--- src/rtl/inert_cmd_seq_pkg.sv ---
`default_nettype none
// ============================================================================
// Module      : inert_cmd_seq_pkg
// Description : State encoding, SPI command words and a saturation helper
//               shared by the inertial command sequencer.
// Revision    : 1.0 - initial release
// ============================================================================
package inert_cmd_seq_pkg;

  typedef logic [2:0] state_t;

  localparam state_t ST_PWRUP    = 3'd0;
  localparam state_t ST_INIT1    = 3'd1;
  localparam state_t ST_INIT2    = 3'd2;
  localparam state_t ST_INIT3    = 3'd3;
  localparam state_t ST_WAIT_INT = 3'd4;
  localparam state_t ST_RD_L     = 3'd5;
  localparam state_t ST_RD_H     = 3'd6;

  localparam logic [15:0] CMD_INT_CFG  = 16'h0D02;
  localparam logic [15:0] CMD_GYRO_ODR = 16'h1160;
  localparam logic [15:0] CMD_ROUND    = 16'h1440;
  localparam logic [15:0] CMD_RD_YAWL  = 16'hA600;
  localparam logic [15:0] CMD_RD_YAWH  = 16'hA700;

  // Clamp a 17-bit signed difference into the 16-bit signed range.
  function automatic logic [15:0] sat16(input logic [16:0] val);
    if (val[16] != val[15]) return val[16] ? 16'h8000 : 16'h7FFF;
    return val[15:0];
  endfunction

endpackage
`default_nettype wire

--- src/rtl/inert_int_sync.sv ---
`default_nettype none
// ============================================================================
// Module      : inert_int_sync
// Description : Two-flop synchroniser for the sensor interrupt, rising-edge
//               detector and sticky pending flag.
// Revision    : 1.0 - initial release
// ============================================================================
module inert_int_sync (
  input  logic clk,
  input  logic rst_n,
  input  logic int_in,
  input  logic en,
  input  logic clr,
  output logic pending
);

  logic r_sync1;
  logic r_sync2;
  logic r_sync3;
  logic w_rise;

  assign w_rise = r_sync2 & ~r_sync3;

  always_ff @(posedge clk or negedge rst_n) begin
    if (!rst_n) begin
      r_sync1 <= 1'b0;
      r_sync2 <= 1'b0;
      r_sync3 <= 1'b0;
      pending <= 1'b0;
    end else begin
      r_sync1 <= int_in;
      r_sync2 <= r_sync1;
      r_sync3 <= r_sync2;
      // A new edge wins over a simultaneous clear so no interrupt is lost.
      if (w_rise && en)
        pending <= 1'b1;
      else if (clr)
        pending <= 1'b0;
    end
  end

endmodule
`default_nettype wire

--- src/rtl/inert_cmd_seq.sv ---
`default_nettype none
// ============================================================================
// Module      : inert_cmd_seq
// Description : Inertial sensor SPI command sequencer: power-up delay, init
//               writes, then interrupt-driven yaw-rate reads.
//               Optional macro INERT_OFFSET_CAL_EN adds start-up offset removal.
// Revision    : 1.0 - initial release
// ============================================================================
import inert_cmd_seq_pkg::*;

module inert_cmd_seq #(
  parameter int PWRUP_BITS = 16
) (
  input  logic        clk,
  input  logic        rst_n,
  input  logic        INT,
  input  logic        done,
  input  logic [15:0] rd_data,
  output logic        wrt,
  output logic [15:0] wt_data,
  output logic [15:0] yaw_rt,
  output logic        vld,
  output logic        rdy
);

  state_t                  r_state;
  logic [PWRUP_BITS-1:0]   r_cnt;
  logic                    r_done;
  logic                    r_done_d;
  logic [7:0]              r_low;
  logic                    w_cmplt;
  logic                    w_pending;
  logic                    w_clr;
  logic [15:0]             w_raw;
  logic                    w_cal_done;
  logic [15:0]             w_yaw_out;
  logic                    w_unused_hi;

  assign w_unused_hi = ^rd_data[15:8];

  // Edge of the registered done, so a level left over from the last
  // transaction never counts as a new completion.
  assign w_cmplt = r_done & ~r_done_d;
  assign w_clr   = (r_state == ST_WAIT_INT) && w_pending;
  assign w_raw   = {rd_data[7:0], r_low};

  inert_int_sync u_int_sync (
    .clk     (clk),
    .rst_n   (rst_n),
    .int_in  (INT),
    .en      (rdy),
    .clr     (w_clr),
    .pending (w_pending)
  );

`ifdef INERT_OFFSET_CAL_EN
  logic [4:0]  r_cal_cnt;
  logic [19:0] r_acc;
  logic [15:0] r_offset;
  logic [19:0] w_acc_nxt;
  logic [16:0] w_diff;
  logic        w_sample;

  assign w_sample   = (r_state == ST_RD_H) && w_cmplt;
  assign w_acc_nxt  = r_acc + {{4{w_raw[15]}}, w_raw};
  assign w_diff     = {w_raw[15], w_raw} - {r_offset[15], r_offset};
  assign w_cal_done = r_cal_cnt[4];
  assign w_yaw_out  = sat16(w_diff);

  always_ff @(posedge clk or negedge rst_n) begin
    if (!rst_n) begin
      r_cal_cnt <= 5'd0;
      r_acc     <= 20'd0;
      r_offset  <= 16'd0;
    end else if (w_sample && !r_cal_cnt[4]) begin
      r_acc     <= w_acc_nxt;
      r_cal_cnt <= r_cal_cnt + 5'd1;
      // Bits [19:4] are the 20-bit sum arithmetic-shifted right by 4.
      if (r_cal_cnt == 5'd15)
        r_offset <= w_acc_nxt[19:4];
    end
  end
`else
  assign w_cal_done = 1'b1;
  assign w_yaw_out  = w_raw;
`endif

  always_ff @(posedge clk or negedge rst_n) begin
    if (!rst_n) begin
      r_state  <= ST_PWRUP;
      r_cnt    <= '0;
      r_done   <= 1'b0;
      r_done_d <= 1'b0;
      r_low    <= 8'd0;
      wrt      <= 1'b0;
      wt_data  <= 16'h0000;
      yaw_rt   <= 16'h0000;
      vld      <= 1'b0;
      rdy      <= 1'b0;
    end else begin
      r_done   <= done;
      r_done_d <= r_done;
      wrt      <= 1'b0;
      vld      <= 1'b0;
      case (r_state)
        ST_PWRUP: begin
          r_cnt <= r_cnt + 1'b1;
          if (&r_cnt) begin
            wrt     <= 1'b1;
            wt_data <= CMD_INT_CFG;
            r_state <= ST_INIT1;
          end
        end
        ST_INIT1: if (w_cmplt) begin
          wrt     <= 1'b1;
          wt_data <= CMD_GYRO_ODR;
          r_state <= ST_INIT2;
        end
        ST_INIT2: if (w_cmplt) begin
          wrt     <= 1'b1;
          wt_data <= CMD_ROUND;
          r_state <= ST_INIT3;
        end
        ST_INIT3: if (w_cmplt) begin
          rdy     <= 1'b1;
          r_state <= ST_WAIT_INT;
        end
        ST_WAIT_INT: if (w_pending) begin
          wrt     <= 1'b1;
          wt_data <= CMD_RD_YAWL;
          r_state <= ST_RD_L;
        end
        ST_RD_L: if (w_cmplt) begin
          r_low   <= rd_data[7:0];
          wrt     <= 1'b1;
          wt_data <= CMD_RD_YAWH;
          r_state <= ST_RD_H;
        end
        ST_RD_H: if (w_cmplt) begin
          if (w_cal_done) begin
            yaw_rt <= w_yaw_out;
            vld    <= 1'b1;
          end
          r_state <= ST_WAIT_INT;
        end
        default: r_state <= ST_PWRUP;
      endcase
    end
  end

endmodule
`default_nettype wire

--- config.mk ---
export PLATFORM = sky130hd
export DESIGN_NAME = inert_cmd_seq
export DESIGN_NICKNAME = d
export VERILOG_FILES = /design/src/rtl/inert_cmd_seq_pkg.sv /design/src/rtl/inert_int_sync.sv /design/src/rtl/inert_cmd_seq.sv
export SDC_FILE = /design/constraint.sdc
export NUM_CORES = 1
export LEC_CHECK = 0
export BUFFER_PORTS_ARGS = -buffer_cell sky130_fd_sc_hd__buf_2
export CAP_MARGIN = 20
export CELL_PAD_IN_SITES_DETAIL_PLACEMENT = 2
export CELL_PAD_IN_SITES_GLOBAL_PLACEMENT = 2
export CORE_MARGIN = 2
export CORE_UTILIZATION = 35
export CTS_CLUSTER_DIAMETER = 80
export DETAILED_ROUTE_END_ITERATION = 8
export GPL_ROUTABILITY_DRIVEN = 0
export PLACE_DENSITY = 0.84
export SLEW_MARGIN = 15
export SYNTH_ARGS = -nofsm -noshare
export SYNTH_HDL_FRONTEND = slang
export SYNTH_SLANG_ARGS = --single-unit
--- constraint.sdc ---
create_clock -name clk -period 2.29 [get_ports clk]
set_input_delay 0.687 -clock clk [delete_from_list [all_inputs] [get_ports clk]]
set_output_delay 0.687 -clock clk [all_outputs]
set_load 0.05 [all_outputs]
# Word level (Yosys, flattened, before mapping)
# Index checks and enable logic that the tools add are counted.
dict set report totals {
  elab_cells 64
  ff_bits 68
  in_bits 20
}
dict set report op_classes {
  bitwise_logic 4
  n_mux 20
  reduce_logical 13
  n_addsub 1
  eq_ne 12
}
# op count
set op_table {}
lappend op_table {{2-to-1 mux 16 bit} 5}
lappend op_table {{case mux 16 bit (5 select lines)} 1}
lappend op_table {{2-to-1 mux 3 bit} 6}
lappend op_table {{case mux 3 bit (6 select lines)} 1}
lappend op_table {{adder 16 x 1 -> 16 bit, second input constant} 1}
lappend op_table {{AND reduction 16 bit} 1}
lappend op_table {{AND reduction 6 bit} 2}
lappend op_table {{== test 3 bit, second input constant} 3}
lappend op_table {{!= test 2 bit, second input constant} 4}
lappend op_table {{== test 3 x 2 -> 1 bit, second input constant} 2}
lappend op_table {{2-to-1 mux 1 bit} 6}
lappend op_table {{AND reduction 2 bit} 3}
lappend op_table {{nonzero test 5 bit} 1}
lappend op_table {{!= test 2 x 1 -> 1 bit, second input constant} 2}
lappend op_table {{== test 3 x 1 -> 1 bit, second input constant} 1}
lappend op_table {{zero test 3 bit} 1}
lappend op_table {{case mux 1 bit (3 select lines)} 1}
lappend op_table {{OR reduction 3 bit} 1}
lappend op_table {{AND 1 bit} 2}
lappend op_table {{logical AND 1 bit} 2}
lappend op_table {{inverter 1 bit} 2}
lappend op_table {{nonzero test 2 bit} 1}
lappend op_table {{OR reduction 2 bit} 1}

# Logic depth before layout (Yosys ltp)
# Gate-level depths: netlist of the first run.
dict set report depth {
  ltp_word 4
  depth_mapped 5
  depth_no_buf 5
}

# Hierarchy
# From an unflattened synthesis of the first run, not the netlist that was laid out.
dict set report unflattened {
  cells_unflattened 193
  hier_area_um2 2476.1
}
# mod area_per_inst_um2 cells_per_inst n_inst
set modules_own_cells {}
lappend modules_own_cells {inert_cmd_seq 2356.0 186 1}
lappend modules_own_cells {inert_int_sync 120.1 7 1}

# Worst setup path after synthesis of the first run
# OpenSTA, ideal clock, no wires.
dict set report synth_timing {
  path_type {flip-flop to output port}
  from {register wt_data[12]}
  to {output wt_data[12]}
  required_ns 1.603
  n_path_buf 1
  stages_incl_launch_ff 2
  slack_ns 0.665
  t_arrival_ns 0.938
  cell_sequence {dfrtp_1 buf_4}
}
# element line_no
set synth_rtl {}
lappend synth_rtl {{from (decl)} inert_cmd_seq.sv:20} ;# output logic [15:0] wt_data,
lappend synth_rtl {{from (signal assigned)} inert_cmd_seq.sv:96} ;# wt_data <= 16'h0000;
lappend synth_rtl {{from (signal assigned)} inert_cmd_seq.sv:110} ;# wt_data <= CMD_INT_CFG;
lappend synth_rtl {{from (signal assigned)} inert_cmd_seq.sv:116} ;# wt_data <= CMD_GYRO_ODR;
# No word-level cell between the ends.

# Worst setup path in the final report of the first run
dict set report layout_timing {
  from {register r_state[0]}
  to {register r_cnt[14]}
}
dict set report layout_between {
  elab_chain_len 1
}
# element line_no
set layout_lines {}
lappend layout_lines {{from (decl)} inert_cmd_seq.sv:26} ;# state_t r_state;
lappend layout_lines {{from (signal assigned)} inert_cmd_seq.sv:90} ;# r_state <= ST_PWRUP;
lappend layout_lines {{from (signal assigned)} inert_cmd_seq.sv:111} ;# r_state <= ST_INIT1;
lappend layout_lines {{from (signal assigned)} inert_cmd_seq.sv:117} ;# r_state <= ST_INIT2;
lappend layout_lines {{zero test 3 bit} inert_cmd_seq.sv:105} ;# case (r_state)
lappend layout_lines {{to (signal assigned)} inert_cmd_seq.sv:107} ;# r_cnt <= r_cnt + 1'b1;
lappend layout_lines {{to (decl)} inert_cmd_seq.sv:27} ;# logic [PWRUP_BITS-1:0] r_cnt;
# Every way passes these cells.
# A chain may end at the register's enable or synchronous reset.

==> results of run 1 <==
cell type report:
type | count | area [um2]
Fill cell | 715 | 3870
Sequential cell | 58 | 1450
Multi-Input combinational cell | 128 | 938
Timing Repair Buffer | 44 | 243
Clock buffer | 11 | 151
Tap cell | 96 | 120
Clock inverter | 5 | 52.6
Inverter | 2 | 7.51
cell usage after synthesis (2+ instances only):
master,instances
nand4_1,7
nor2b_1,2
buf_2,2
o21ai_0,3
nand3_1,8
dfrtp_1,58
nor2_1,9
nand4bb_1,2
and3_1,2
o21ai_1,4
clkbuf_1,2
or3_1,2
nand3b_1,2
mux2_1,25
nand2_1,21
xnor2_1,12
buf_4,11
cell usage in the layout (no fill, tap or decap), drive strengths merged, types with 2 or more instances in the layout:
cell     instances
and2             2
or3              3
xor2             2
and3             2
clkbuf          11
dfrtp           58
nand4bb          2
nand3            8
xnor2           13
nor3             2
buf             44
conb             6
o21ai            7
nand2           21
nor2            11
nor2b            2
inv              2
clkinv           3
mux2            25
nand3b           2
nand4            7
critical path, cell delays in order (launching register included):
cell and delay (ps):
dfrtp_1 550, or3_1 600, nor2_2 300, nand3_1 130, xnor2_1 160
routing by layer:
metal	share of wire, %	vias up
met3	3.9	6
met1	42	831
met4	1.2	0
li1	-	755
met2	53	33
met5	0	-
sequential cells by signal, summed over array words and instances (netlist names):
register,cells
yaw_rt,16
rdy,1
r_done_d,1
u_int_sync.r_sync1,1
u_int_sync.r_sync3,1
r_done,1
vld,1
r_low,8
r_cnt,16
u_int_sync.r_sync2,1
r_state,3
u_int_sync.pending,1
wt_data,6
wrt,1
path summary, 6_finish.rpt:
check	from	to	slack [ps]	cells past startpoint
setup / recovery	r_state[0]	r_cnt[14]	420	4
hold / removal	rst_n	wt_data[12]	350	2
setup reg to reg	r_state[0]	r_cnt[14]	420	4
hold reg to reg	u_int_sync.r_sync1	u_int_sync.r_sync2	350	0
max in group asynchronous	rst_n	vld	1680	2
min in group clk	u_int_sync.r_sync1	u_int_sync.r_sync2	350	0
report_power, final:
| group | switching (mW) | internal [mW] | total, mW |
|---|---|---|---|
| logic | 0.0484 | 0.0164 | 0.0647 |
| registers | 0.00649 | 1.04 | 1.04 |
| clock network | 0.398 | 0.556 | 0.954 |
| total | 0.453 | 1.61 | 2.06 |
per-stage QoR:
stage / utilization [%] / instance area, um2
after floorplan: - / 2500
after global placement: 40.4 / 2760
after detailed placement: 40.4 / 2760
after CTS: 43.4 / 2960
after global routing: 43.4 / 2960
final: 43.4 / 2960
kinds of logic after synthesis:
kind of cell | Yosys count
other cells | 1
flops | 58
fa+ha+maj | 2
mux | 26
buf+inv | 17
simple gates | 66
compound gates | 13
xor+xnor | 15
==> flow_metrics.tcl, run 1 <==
set metrics [dict create \
    outcome "completed" \
    diodes 0 \
    drtPass1Iterations 4 \
    gr-usage-met3_pct 5.47 \
    antenna_found_initial 0 \
    critPathKind "flop to flop" \
    fin_tns_setup_ps 0 \
    clk_path_buf_depth 2 \
    synthCells 198 \
    hp-class "input port to async pin" \
    fp.dieW_um 88.2 \
    critPathRequiredTime_ps 2500 \
    power_mw 2.06 \
    synth_fa_ha_area_share_pct 0.909 \
    htreeDepth 3 \
    met1_usage_pct 18.0 \
    clock_sinks 58 \
    drive_above_1_share_pct 28.6 \
    skew_ps 11.0 \
    pin_count 55 \
    p_leak_nw 1.48 \
    fin_crit_ps 1870 \
    cts_inserted_buffers 9 \
    initialDrtViolationCount 62 \
    ys_seq_area_share_pct 58.6 \
    tritoncts "built" \
    grt.total_usage_pct 15.4 \
    dp_slack_ps 462 \
    dp.cells 328 \
    ant_nets 0 \
    grt_busiest_layer "met2" \
    cts_root_buf "clkbuf_8" \
    arrival_ps 2080 \
    post_cts_buffers 0 \
    ctsResizeCount 0 \
    core_area_um2 6830 \
    startpoint_type "flop" \
    fp-row-count 30 \
    wl_mm 5.20 \
    first_global_vias 1807 \
    synth_edf_count 0 \
    rsz0062_at_grt "false" \
    drv_cap 0 \
    synthDistinctLibCells 43 \
    vias_per_cell 4.72 \
    synth_top_area_cell "dfrtp_1" \
    grt_max_degree 59 \
    synth_async_sr_flop_share_pct 100 \
    portBuffers 40 \
    gr-usage-met2_pct 26.9 \
    synth-compound-area-share_pct 3.43 \
    path_max_fanout 15 \
    dieArea_um2 7770 \
    synthXorXnorAreaFrac_pct 5.91 \
    postCtsHoldBufs 0 \
    synthSimpleGateAreaFrac_pct 14.9 \
    hold_violations 0 \
    vias 1625 \
    synth-seq-cells 58 \
    synth_top_family_by_area "simple AND/OR/NAND/NOR gates" \
    grt_pass1_wl_mm 9.04 \
    syn_area_um2 2480 \
    avgSynthCellArea_um2 12.5 \
    start_util_pct 36.3 \
    nNetsFinal 264 \
    fin_cells 344 \
    max_freq_mhz 535 \
    synth_top_area_share_pct 58.6 \
    ys.flop_type "dfrtp_1" \
    slew_violations 0 \
    synthTopCellsByArea "dfrtp_1 (59%), mux2_1 (11%), xnor2_1 (4.2%)" \
    p_per_area_nw_per_um2 695 \
    area_growth_pct 19.6 \
    ys_warn_count 0 \
    synth_mux_area_share_pct 11.8 \
    hpwlAfterDp_mm 3.60 \
    clk_latency_ps 330 \
    setup_slack_ps 421 \
    gr-total-overflow 0 \
    wl_per_cell_um 15.1 \
    hold_slack_ps 351 \
    period_share_pct 81.6 \
    worstSetupEndpointType "flop" \
    path_clk_slew_ps 70 \
    setup_viol 0 \
    dieHeight_um 88.2 \
    vdd_drop_max_uv 270 \
    drc 0 \
]
(Power assumes the default switching activity.)
==> run 2: changes to the inputs <==
==> constraint.sdc (replaced) <==
create_clock -name clk -period 1.8 [get_ports clk]
set_input_delay 0.54 -clock clk [delete_from_list [all_inputs] [get_ports clk]]
set_output_delay 0.54 -clock clk [all_outputs]
set_load 0.05 [all_outputs]
==> run 2 against run 1 <==
Net effect: sequential power is 28% higher; critical path type unchanged; register-to-register slack got worse by 300 ps; worst setup slack worse by 300 ps; maximum frequency grew 11%; largest power group unchanged; cell area is 1.0% higher; sequential share of layout area fell by 0.49 points; total power is 25% higher; first-iteration DRC count fell by 47%; utilization is 0.44 points higher; via count is 2.2% higher; critical path depth up 1; final cell count grew 0.58%.
==> flow_metrics.tcl, run 2 (synthesis results as in run 1) <==
set metrics [dict create \
    outcome "completed" \
    slew_violations 0 \
    dieHeight_um 88.2 \
    startpoint_type "flop" \
    grt.total_usage_pct 15.7 \
    hpwlAfterDp_mm 3.75 \
    power_mw 2.58 \
    vdd_drop_max_uv 380 \
    fin_tns_setup_ps 0 \
    drtPass1Iterations 2 \
    dieArea_um2 7770 \
    period_share_pct 93.3 \
    combPwrFrac_pct 3.2 \
    hp-class "input port to async pin" \
    path_cells "buf_4 -> nand3b_1 -> nor2_1 -> nand2_1 -> mux2_1" \
    fp-row-count 30 \
    multi_input_area_um2 938 \
    dp_slack_ps 103 \
    ant_nets 0 \
    skew_ps 9.99 \
    path_clk_slew_ps 70 \
    tritoncts "built" \
    pin_count 55 \
    p_per_area_nw_per_um2 861 \
    slowest_delay_ps 410 \
    clock_sinks 58 \
    start_util_pct 36.3 \
    gr-usage-met3_pct 4.81 \
    met1_usage_pct 18.8 \
    core_area_um2 6830 \
    area_growth_pct 20.8 \
    hold_violations 0 \
    critPathKind "flop to flop" \
    postCtsHoldBufs 0 \
    clk_path_buf_depth 2 \
    drv_cap 0 \
    seq_area_um2 1450 \
    ctsResizeCount 0 \
    antenna_found_initial 0 \
    p_int_mw 2.03 \
    rsz0062_at_grt "false" \
    reg.largest.list "r_cnt x16, yaw_rt x16, r_low x8" \
    sw_frac_of_total_pct 21.1 \
    dpl-instance-area_um2 2800 \
    vias_per_cell 4.80 \
    critPathRequiredTime_ps 2010 \
    portBuffers 40 \
    arrival_ps 1890 \
    drc 0 \
    nNetsFinal 268 \
    wl_per_cell_um 15.3 \
    cts_inserted_buffers 9 \
    gr-total-overflow 0 \
    clkPwrFrac_pct 45.3 \
    htreeDepth 3 \
    final_common_cell "dfrtp_1" \
    cts_root_buf "clkbuf_8" \
    clk_latency_ps 330 \
    gr-usage-met2_pct 26.4 \
    grt_pass1_wl_mm 9.22 \
    worstSetupEndpointType "flop" \
    max_freq_mhz 595 \
    post_cts_buffers 0 \
    grt_busiest_layer "met2" \
    diodes 0 \
    pwr-share-seq_pct 51.5 \
    design_area_um2 2990 \
    setup_slack_ps 120 \
    p_leak_nw 1.50 \
    setup_viol 0 \
    fp.dieW_um 88.2 \
    switchingPower_mw 0.543 \
    cp_slowest_cell "mux2_1" \
    vias 1661 \
    wl_mm 5.28 \
    fill_cells 716 \
    final_cell_mix "dfrtp_1 (58), buf_2 (40), mux2_1 (25)" \
    fin_util_pct 43.8 \
    path_max_fanout 14 \
    initialDrtViolationCount 33 \
    fin_crit_ps 1680 \
    grt_max_degree 59 \
    drive_above_1_share_pct 29.2 \
    first_global_vias 1831 \
]
## run 2: cell types whose count changed in the layout (fill, tap and decap cells not counted)
cell,change
clkinv_2,-1
buf_4,+3
clkinvlp_4,-1
buf_12,+1
## run 2: power by group through the flow
stage,sequential [mW],combinational (mW),clock (mW)
final,1.33,0.0824,1.17
after global routing,1.33,0.0922,1.27
after CTS,1.33,0.0856,1.22
after detailed placement,1.35,0.0855,0
after global placement,1.35,0.0833,0
after floorplan,1.35,0.0477,0
## run 2: final timing paths
check / from / end / slack [ps] / cells after the start
worst min-delay path: rst_n / u_int_sync.r_sync2 / 210 / 2
worst max-delay path: r_state[0] / r_low[4] / 120 / 5
min in group clk: INT / u_int_sync.r_sync1 / 320 / 1
worst max register to register: r_state[0] / r_low[4] / 120 / 5
max in group asynchronous: rst_n / r_cnt[14] / 1340 / 2
worst min register to register: u_int_sync.r_sync1 / u_int_sync.r_sync2 / 350 / 0
## run 2: metrics by stage
step / hold slack (ps) / std cells
finish: 205 / 346
global route: 211 / 346
CTS: 198 / 346
detailed placement: 341 / 332
global placement: 335 / 332
floorplan: 244 / 203
## run 2: layer usage
metal  wire length (um)  part of all wire, %
met1               2200                   42
met5                  0                    0
met4                 85                  1.6
met3                216                  4.1
met2               2770                   53
## run 2: worst max-delay path, delay by kind of cell, from the launching register on
| kind | cells | cell delay, ps |
|---|---|---|
| and+or+nand+nor | 3 | 590 |
| muxes | 1 | 410 |
| buffers and inverters | 1 | 210 |
| DFF | 1 | 350 |
## run 2: area by class of cell
class | count | share of cell area [%]
clock buffers | 11 | 5.06
flip-flops and latches | 58 | 48.5
clock inverters | 3 | 1.34
multi-input cells | 128 | 31.3
well taps | 96 | 4.01
inverters | 2 | 0.251
repair buffers | 48 | 9.53
